`src/rtl/rob_multi_if.sv`:
```
// Bundle of dispatch, writeback, commit and status signals for the multi-lane reorder buffer.
// The slave modport is the ROB side; the master modport is the pipeline side.
interface rob_multi_if #(
    parameter int DEPTH  = 16,
    parameter int DISP_W = 2,
    parameter int CMT_W  = 2,
    parameter int WB_W   = 2
);
    localparam int IW = $clog2(DEPTH);

    logic [DISP_W-1:0]         disp_valid;
    logic [DISP_W-1:0][31:0]   disp_pc;
    logic [DISP_W-1:0][4:0]    disp_dst;
    logic                      disp_ready;
    logic [DISP_W-1:0][IW-1:0] disp_idx;

    logic [WB_W-1:0]           wb_valid;
    logic [WB_W-1:0][IW-1:0]   wb_idx;
    logic [WB_W-1:0][31:0]     wb_data;
    logic [WB_W-1:0]           wb_exc;

    logic                      commit_stall;
    logic [CMT_W-1:0]          commit_valid;
    logic [CMT_W-1:0][4:0]     commit_dst;
    logic [CMT_W-1:0][31:0]    commit_data;
    logic [CMT_W-1:0][31:0]    commit_pc;

    logic                      exc_valid;
    logic [31:0]               exc_pc;
    logic                      flush;
    logic [IW:0]               count;

    modport slave (
        input  disp_valid, disp_pc, disp_dst, wb_valid, wb_idx, wb_data, wb_exc,
               commit_stall, flush,
        output disp_ready, disp_idx, commit_valid, commit_dst, commit_data, commit_pc,
               exc_valid, exc_pc, count
    );

    modport master (
        output disp_valid, disp_pc, disp_dst, wb_valid, wb_idx, wb_data, wb_exc,
               commit_stall, flush,
        input  disp_ready, disp_idx, commit_valid, commit_dst, commit_data, commit_pc,
               exc_valid, exc_pc, count
    );
endinterface

```
`src/rtl/rob_multi.sv`:
```
// Multi-lane reorder buffer: in-order allocation, out-of-order writeback, in-order commit
// with precise exception reporting at the head.
module rob_multi #(
    parameter int DEPTH  = 16,
    parameter int DISP_W = 2,
    parameter int CMT_W  = 2,
    parameter int WB_W   = 2
) (
    input logic        clk,
    input logic        resetn,
    rob_multi_if.slave bus
);
    localparam int IW = $clog2(DEPTH);
    localparam int PW = IW + 1;

    logic [DEPTH-1:0]       valid_q, valid_d;
    logic [DEPTH-1:0]       complete_q, complete_d;
    logic [DEPTH-1:0]       exc_q, exc_d;
    logic [DEPTH-1:0][31:0] pc_q, pc_d;
    logic [DEPTH-1:0][31:0] data_q, data_d;
    logic [DEPTH-1:0][4:0]  dst_q, dst_d;
    logic [PW-1:0]          head_q, head_d;
    logic [PW-1:0]          tail_q, tail_d;
    logic [PW-1:0]          count_q, count_d;

    logic [PW-1:0]          free_slots;
    logic [IW-1:0]          head_idx;
    logic [CMT_W-1:0][IW-1:0] cmt_idx;
    logic [CMT_W-1:0]       cmt_ok;
    logic                   cmt_go;
    logic                   exc_fire;
    logic                   clear_all;
    logic                   disp_fire;
    logic [PW-1:0]          n_disp;
    logic [PW-1:0]          n_cmt;

    assign head_idx       = head_q[IW-1:0];
    assign free_slots     = PW'(DEPTH) - count_q;
    assign bus.disp_ready = free_slots >= PW'(DISP_W);
    assign bus.count      = count_q;
    assign disp_fire      = bus.disp_ready & bus.disp_valid[0];

    for (genvar i = 0; i < DISP_W; i++) begin : g_disp_idx
        assign bus.disp_idx[i] = tail_q[IW-1:0] + IW'(i);
    end

    for (genvar k = 0; k < CMT_W; k++) begin : g_cmt_out
        assign cmt_idx[k]         = head_idx + IW'(k);
        assign bus.commit_dst[k]  = dst_q[cmt_idx[k]];
        assign bus.commit_data[k] = data_q[cmt_idx[k]];
        assign bus.commit_pc[k]   = pc_q[cmt_idx[k]];
    end

    // Lanes commit as an unbroken prefix; an excepting entry stops the chain so it
    // is only ever reported once it sits at the head.
    always_comb begin
        cmt_ok = '0;
        cmt_go = !bus.commit_stall && !bus.flush;
        for (int k = 0; k < CMT_W; k++) begin
            cmt_go = cmt_go && valid_q[cmt_idx[k]] && complete_q[cmt_idx[k]]
                     && !exc_q[cmt_idx[k]] && (PW'(k) < count_q);
            cmt_ok[k] = cmt_go;
        end
    end

    assign exc_fire = !bus.commit_stall && !bus.flush && valid_q[head_idx]
                      && complete_q[head_idx] && exc_q[head_idx];
    assign bus.commit_valid = cmt_ok;
    assign bus.exc_valid    = exc_fire;
    assign bus.exc_pc       = pc_q[head_idx];
    assign clear_all        = bus.flush | exc_fire;

    always_comb begin
        n_disp = '0;
        n_cmt  = '0;
        for (int i = 0; i < DISP_W; i++) begin
            if (disp_fire) n_disp = n_disp + PW'(bus.disp_valid[i]);
        end
        for (int k = 0; k < CMT_W; k++) begin
            n_cmt = n_cmt + PW'(cmt_ok[k]);
        end
    end

    always_comb begin
        valid_d    = valid_q;
        complete_d = complete_q;
        exc_d      = exc_q;
        pc_d       = pc_q;
        data_d     = data_q;
        dst_d      = dst_q;
        // Ascending port order lets the highest-numbered port win a same-index collision.
        for (int p = 0; p < WB_W; p++) begin
            if (bus.wb_valid[p] && valid_q[bus.wb_idx[p]]) begin
                complete_d[bus.wb_idx[p]] = 1'b1;
                data_d[bus.wb_idx[p]]     = bus.wb_data[p];
                exc_d[bus.wb_idx[p]]      = bus.wb_exc[p];
            end
        end
        for (int k = 0; k < CMT_W; k++) begin
            if (cmt_ok[k]) valid_d[cmt_idx[k]] = 1'b0;
        end
        for (int i = 0; i < DISP_W; i++) begin
            if (disp_fire && bus.disp_valid[i]) begin
                valid_d[bus.disp_idx[i]]    = 1'b1;
                complete_d[bus.disp_idx[i]] = 1'b0;
                exc_d[bus.disp_idx[i]]      = 1'b0;
                pc_d[bus.disp_idx[i]]       = bus.disp_pc[i];
                dst_d[bus.disp_idx[i]]      = bus.disp_dst[i];
            end
        end
        head_d  = head_q + n_cmt;
        tail_d  = tail_q + n_disp;
        count_d = count_q + n_disp - n_cmt;
        if (clear_all) begin
            valid_d    = '0;
            complete_d = '0;
            exc_d      = '0;
            head_d     = '0;
            tail_d     = '0;
            count_d    = '0;
        end
    end

    always_ff @(posedge clk) begin
        if (!resetn) begin
            valid_q    <= '0;
            complete_q <= '0;
            exc_q      <= '0;
            head_q     <= '0;
            tail_q     <= '0;
            count_q    <= '0;
        end else begin
            valid_q    <= valid_d;
            complete_q <= complete_d;
            exc_q      <= exc_d;
            head_q     <= head_d;
            tail_q     <= tail_d;
            count_q    <= count_d;
        end
    end

    // Payload needs no reset: it is only observed behind a valid entry.
    always_ff @(posedge clk) begin
        pc_q   <= pc_d;
        data_q <= data_d;
        dst_q  <= dst_d;
    end
endmodule

```
`src/flat_wrapper.sv`:
```
// flat-port wrapper written by rule: the top's interface ports become plain ports
module rob_multi_flat 
#(
    parameter int DEPTH  = 16,
    parameter int DISP_W = 2,
    parameter int CMT_W  = 2,
    parameter int WB_W   = 2
)
  (clk, resetn, bus_disp_valid, bus_disp_pc, bus_disp_dst, bus_wb_valid, bus_wb_idx, bus_wb_data, bus_wb_exc, bus_commit_stall, bus_flush, bus_disp_ready, bus_disp_idx, bus_commit_valid, bus_commit_dst, bus_commit_data, bus_commit_pc, bus_exc_valid, bus_exc_pc, bus_count);
  rob_multi_if #(.DEPTH(DEPTH), .DISP_W(DISP_W), .CMT_W(CMT_W), .WB_W(WB_W)) bus_i ();
  input logic clk;
  input logic resetn;
  input wire logic [$bits(bus_i.disp_valid)-1:0] bus_disp_valid;
  input wire logic [$bits(bus_i.disp_pc)-1:0] bus_disp_pc;
  input wire logic [$bits(bus_i.disp_dst)-1:0] bus_disp_dst;
  input wire logic [$bits(bus_i.wb_valid)-1:0] bus_wb_valid;
  input wire logic [$bits(bus_i.wb_idx)-1:0] bus_wb_idx;
  input wire logic [$bits(bus_i.wb_data)-1:0] bus_wb_data;
  input wire logic [$bits(bus_i.wb_exc)-1:0] bus_wb_exc;
  input wire logic [$bits(bus_i.commit_stall)-1:0] bus_commit_stall;
  input wire logic [$bits(bus_i.flush)-1:0] bus_flush;
  output wire logic [$bits(bus_i.disp_ready)-1:0] bus_disp_ready;
  output wire logic [$bits(bus_i.disp_idx)-1:0] bus_disp_idx;
  output wire logic [$bits(bus_i.commit_valid)-1:0] bus_commit_valid;
  output wire logic [$bits(bus_i.commit_dst)-1:0] bus_commit_dst;
  output wire logic [$bits(bus_i.commit_data)-1:0] bus_commit_data;
  output wire logic [$bits(bus_i.commit_pc)-1:0] bus_commit_pc;
  output wire logic [$bits(bus_i.exc_valid)-1:0] bus_exc_valid;
  output wire logic [$bits(bus_i.exc_pc)-1:0] bus_exc_pc;
  output wire logic [$bits(bus_i.count)-1:0] bus_count;
  assign bus_i.disp_valid = bus_disp_valid;
  assign bus_i.disp_pc = bus_disp_pc;
  assign bus_i.disp_dst = bus_disp_dst;
  assign bus_i.wb_valid = bus_wb_valid;
  assign bus_i.wb_idx = bus_wb_idx;
  assign bus_i.wb_data = bus_wb_data;
  assign bus_i.wb_exc = bus_wb_exc;
  assign bus_i.commit_stall = bus_commit_stall;
  assign bus_i.flush = bus_flush;
  assign bus_disp_ready = bus_i.disp_ready;
  assign bus_disp_idx = bus_i.disp_idx;
  assign bus_commit_valid = bus_i.commit_valid;
  assign bus_commit_dst = bus_i.commit_dst;
  assign bus_commit_data = bus_i.commit_data;
  assign bus_commit_pc = bus_i.commit_pc;
  assign bus_exc_valid = bus_i.exc_valid;
  assign bus_exc_pc = bus_i.exc_pc;
  assign bus_count = bus_i.count;
  rob_multi #(.DEPTH(DEPTH), .DISP_W(DISP_W), .CMT_W(CMT_W), .WB_W(WB_W)) u_core (.clk(clk), .resetn(resetn), .bus(bus_i));
endmodule
```
`config.mk`:
```
export PLATFORM = sky130hd
export DESIGN_NAME = rob_multi_flat
export DESIGN_NICKNAME = d
export VERILOG_FILES = /design/src/rtl/rob_multi_if.sv /design/src/rtl/rob_multi.sv /design/src/flat_wrapper.sv
export SDC_FILE = /design/constraint.sdc
export NUM_CORES = 2
export LEC_CHECK = 0
export BUFFER_PORTS_ARGS = -buffer_cell sky130_fd_sc_hd__buf_2
export CORE_MARGIN = 2
export CORE_UTILIZATION = 30
export DETAILED_ROUTE_END_ITERATION = 10
export GPL_TIMING_DRIVEN = 0
export PLACE_DENSITY = 0.41
export SYNTH_ARGS = -nofsm -noshare
export SYNTH_HDL_FRONTEND = slang
export SYNTH_SLANG_ARGS = --single-unit
```
`constraint.sdc`:
```
create_clock -name clk -period 8.8 [get_ports clk]
set_input_delay 1.76 -clock clk [delete_from_list [all_inputs] [get_ports clk]]
set_output_delay 1.76 -clock clk [all_outputs]
set_load 0.02 [all_outputs]
```
# --- Word-level counts from Yosys, hierarchy flattened ---
# Index checks and enable logic that the tools add are counted.
classes:
  add_sub_neg: 9
  mul: 0
  div_mod_pow: 0
  magnitude_cmp: 15
  n_eq_ne: 0
  shifts: 0
  muxes: 80
  bitwise: 17
  n_reduce_logical: 25
op_table:
  columns: ["cell", "count"]
  rows:
  - ["$bwmux 512", 4]
  - ["$mux 512", 4]
  - ["$bmux 32 s4", 4]
  - ["$demux 32 s4", 4]
  - ["$mux 32", 8]
  - ["$mux 16", 12]
  - ["$bwmux 80", 2]
  - ["$mux 80", 2]
  - ["$and 16x16->16", 6]
  - ["$not 16->16", 4]
  - ["$or 16x16->16", 4]
  - ["$bmux 5 s4", 2]
  - ["$demux 5 s4", 2]
  - ["$bmux 1 s4", 8]
  - ["$bwmux 16", 2]
  - ["$lt 4x5->1 const B", 6]
  - ["$mux 5", 5]
  - ["$demux 1 s4", 6]
  - ["$ge 4x1->1 const B", 6]
  - ["$logic_and 1x1->1", 20]
  - ["$add 5x5->5", 3]
  - ["$mux 1", 15]
  - ["$lt 1x5->1 const A", 2]
  - ["$add 4x1->4 const B", 2]
  - ["9 further kinds", 13]
word_totals:
  register_bits: 1167
  latchBits: 0
  ram_bits: 0
  rom_bits: 0
  input_bits: 156
  out_inout_bits: 187
  elab_cells: 200
  n_memories: 0

# --- Longest topological paths before layout ---
logic_depth:
  ltp_word: 15
  ltp_mapped: 26

# --- Worst setup path before layout ---
# OpenSTA, ideal clock, no wires.
synth_timing:
  kind: "register -> output"
  from: "register u_core.head_q[1]"
  to: "output bus_commit_pc[32]"
  t_arrival_ns: 4.210
  required_ns: 7.040
  path_slack_ns: 2.830
  stages_incl_launch_ff: 14
  cell_sequence: "dfxtp_1 -> buf_2 -> buf_2 -> buf_2 -> clkbuf_1 -> clkbuf_1 -> inv_1 -> ha_1 -> buf_2 -> buf_2 -> buf_2 -> buf_1 -> mux4_2 -> mux4_2"
synth_between:
  elab_chain_cells: 3
synth_lines:
  columns: ["item", "line_no", "source"]
  rows:
  - ["from (decl)", "rob_multi.sv:22", "logic [PW-1:0] head_q, head_d;"]
  - ["from (signal assigned)", "rob_multi.sv:129", "head_q <= '0;"]
  - ["from (signal assigned)", "rob_multi.sv:136", "head_q <= head_d;"]
  - ["$add 4x1->4", "rob_multi.sv:48", "assign cmt_idx[k] = head_idx + IW'(k);"]
  - ["$bmux 32 s4", "rob_multi.sv:51", "assign bus.commit_pc[k] = pc_q[cmt_idx[k]];"]
  - ["$mux 32 (not written as such)", "rob_multi.sv:51", null]
  - ["to (decl)", "flat_wrapper.sv:27", "output wire logic [$bits(bus_i.commit_pc)-1:0] bus_commit_pc;"]
# Every way passes these cells. The select of a mux whose other input is x is not followed.

# --- Worst setup path after layout ---
layout_timing:
  from: "register u_core.head_q[1]"
  to: "output bus_commit_dst[8]"
layout_between:
  elab_chain_cells: 3
layout_lines:
  columns: ["item", "line_no", "source"]
  rows:
  - ["$add 4x1->4", "rob_multi.sv:48", null]
  - ["$bmux 5 s4", "rob_multi.sv:49", "assign bus.commit_dst[k] = dst_q[cmt_idx[k]];"]
  - ["$mux 5 (not written as such)", "rob_multi.sv:49", null]
  - ["to (decl)", "flat_wrapper.sv:25", "output wire logic [$bits(bus_i.commit_dst)-1:0] bus_commit_dst;"]
# Every way passes these cells. The select of a mux whose other input is x is not followed.

==> flow_summary.json <==
{
  "outcome": "complete, but fails checks",
  "grt_busiest_layer": "met2",
  "ios": 343,
  "fill_cells": 22537,
  "synth_cell_types": 63,
  "htree_levels": 4,
  "cp_max_fo": 19,
  "fp-row-count": 172,
  "min_path_type": "flop to flop",
  "multi_input_area_mm2": 0.0396,
  "dpl.hpwl_um": 239000,
  "synth.top_cell.area_share_pct": 35.1,
  "layout.nets": 7049,
  "wl_um": 340000,
  "grt_max_degree": 20,
  "fin_crit_sh_pct": 99.9,
  "ys_async_sr_fraction_pct": 0,
  "grt_pass1_vias": 56083,
  "synth-edff-count": 0,
  "r2r_start": "u_core.head_q[1]$_SDFF_PP0_",
  "cp-startpoint": "u_core.head_q[1]$_SDFF_PP0_",
  "yosys.area.top_type": "dfxtp_1",
  "crit_path_start_kind": "flop",
  "drcViolationCount": 0,
  "rsz0062_at_grt": "false",
  "cts_inserted_buffers": 150,
  "area_growth_pct": 15.7,
  "synth_cells": 6431,
  "violations": "max-capacitance violations, max-slew violations",
  "clk_pin_slew_ps": 50,
  "io_buffers": 272,
  "place_area_mm2": 0.0717,
  "ant_nets": 0,
  "cts_tree": "done",
  "synthFlopType": "dfxtp_1",
  "first_pass_iters": 6,
  "start_util_pct": 30.2,
  "drive_gt1_share_pct": 22.1,
  "wire_per_inst_um": 34.1,
  "grt_overflow_total": 0,
  "clkPwrFrac_pct": 41.3,
  "critical_path_class": "flop to output port",
  "vias": 58075,
  "core_mm2": 0.220,
  "syn-num-nets": 6618,
  "syn_avg_cell_area_um2": 10.3,
  "grt_pass1_wl_um": 463000,
  "p_int_mw": 10.9,
  "ff_latch_area_mm2": 0.0233,
  "power_density_mw_per_mm2": 205,
  "maxCapViolCount": 3,
  "antenna_found_initial": 48,
  "use_met3_pct": 6.55,
  "clockRootBuffer": "clkbuf_16",
  "reg2reg_slack_ps": 2410,
  "finalPower_mw": 15.8,
  "dieWidth_um": 475,
  "skew_ps": 40.7,
  "relSlewSlack_pct": -7.12,
  "setup_viol": 0,
  "p_sw_share_pct": 30.6,
  "vias_per_cell": 5.83,
  "cp-end-kind": "output port",
  "worst_ir_drop_vdd_uv": 200,
  "clock_sinks": 1165,
  "p_sw_mw": 4.82,
  "grt_use_met1_pct": 37.3,
  "holdBufCountCts": 0,
  "required_ps": 7040,
  "report.final.slew_viol_count": 33,
  "clockBufferDepth": 3,
  "worstMarginPinSlew_ps": 1610,
  "gp_congestion": 0.912,
  "ys_warn_count": 0,
  "critPathArrivalTime_ps": 7030,
  "fin_area_mm2": 0.0769,
  "die_area_mm2": 0.225,
  "insertion_delay_ps": 830,
  "die_y_um": 475,
  "utilization_pct": 35.0,
  "leakagePower_nw": 31.4,
  "ys_ff_latch": 1165,
  "ys_seq_area_share_pct": 35.1,
  "drt_iter0_drc": 6740,
  "hold_viol_final": 0,
  "hold_start": "u_core.complete_q[13]$_SDFF_PP0_",
  "grt_use_met2_pct": 46.7,
  "ctsResizeCount": 14,
  "fin_crit_ps": 8790,
  "fmax_ghz": 0.114,
  "cts_setup_buffers": 0,
  "grt_use_total_pct": 29.4,
  "ys_top_cells_by_area": "dfxtp_1 35%, mux4_2 24%, mux2i_1 17%, o21ai_0 6.3%, nand2_1 4.9%",
  "seqPwrFrac_pct": 39.8,
  "netlist_area_mm2": 0.0665,
  "combPwrFrac_pct": 19.0
}
-- through the flow --
step	TNS, ps	hold slack [ps]	std cells	worst slack (ps)
after global routing	0	564	9953	2.50
final	0	526	9965	12.8
after CTS	0	531	9938	119
after detailed placement	-9090	519	9668	-476
after global placement	-37610	505	9661	-1020
after floorplan	0	478	6431	2830
-- placed cells by master, fill, tap and decap left out, types with 8 or more instances in the layout --
master and instances:
dfxtp_1 1165, mux2i_1 1124, nand2_1 861, o21ai_0 839, mux4_2 713, buf_2 449
clkbuf_1 436, nor2_1 352, a21oi_1 312, clkbuf_16 151, buf_1 113, buf_4 59
nor3_1 47, clkbuf_8 39, clkbuf_2 32, ha_1 27, diode_2 26, inv_1 23
nand3_1 23, clkinv_2 19, or2_2 12, xnor2_1 11, nand4b_1 10, nor2b_1 9
nand4_1 9, bufinv_16 9, buf_6 8
-- per-layer routing --
metal / vias up / routed length [um]
met5: - / 58
met4: 12 / 18400
met3: 733 / 27700
met2: 3095 / 157000
met1: 29817 / 136000
li1: 24418 / -
-- registers in the layout (all words and copies together) (netlist names) --
register           count
u_core.exc_q          16
u_core.complete_q     16
u_core.tail_q          4
u_core.dst_q          80
u_core.pc_q          512
u_core.head_q          4
u_core.valid_q        16
u_core.bus.count       5
u_core.data_q        512
-- synthesized netlist by cell type, drive strengths merged, types with 2 or more instances --
library cell / number
mux2: 3
or2: 12
dfxtp: 1165
mux2i: 1124
nand2b: 6
nand2: 862
clkbuf: 436
fa: 4
and2: 7
and3b: 2
o2111ai: 5
a31oi: 3
nand4b: 10
a211oi: 3
xor2: 4
o21ai: 840
nand3b: 6
nor2b: 9
a2111oi: 7
nor2: 354
nand3: 23
nor3b: 6
o221ai: 7
mux4: 713
nand4: 11
nor3: 47
ha: 27
inv: 24
buf: 360
o211ai: 5
a21oi: 312
and3: 2
xnor2: 11
-- power groups by stage --
stage,clock (mW),sequential (mW),combinational (mW)
after floorplan,0,6.21,1.99
after global placement,0,6.33,2.94
after detailed placement,0,6.36,2.96
after CTS,6.58,6.24,2.98
after global routing,6.78,6.32,3.17
final,6.50,6.26,2.99
-- worst paths after layout --
path / end / cells after the start
setup / recovery: bus_commit_dst[8] / 14
setup reg to reg: u_core.bus.count[4]$_SDFF_PP0_ / 24
hold / removal: u_core.complete_q[13]$_SDFF_PP0_ / 2
hold reg to reg: u_core.complete_q[13]$_SDFF_PP0_ / 2
-- area by class of cell --
type	count	share of cell area (%)
flip-flops and latches	1165	30.3
inverters	25	0.122
multi-input cells	4445	51.5
repair buffers	280	1.97
clock inverters	48	0.815
clock buffers	223	5.77
well taps	2958	4.81
diodes	26	0.0846
plain buffers	795	4.61
-- worst max-delay path: stages, from the launching register on --
cell and delay, ps:
dfxtp_1 470, buf_2 340, buf_2 310, buf_2 240
clkbuf_4 550, inv_1 260, ha_1 360, buf_2 220
buf_2 250, buf_2 380, clkbuf_2 580, clkdlybuf4s15_1 940
mux4_2 430, mux4_2 620, buf_2 220
-- cells by family after synthesis --
logic type / synth area share [%]
adders and majority gates: 0.629
xor gates and xnor gates: 0.198
and+or+nand+nor: 8.28
muxes: 41.1
DFF: 35.1
AOI/OAI and AO/OA: 9.33
buffers and inverters: 5.36
(Power assumes the default switching activity.)
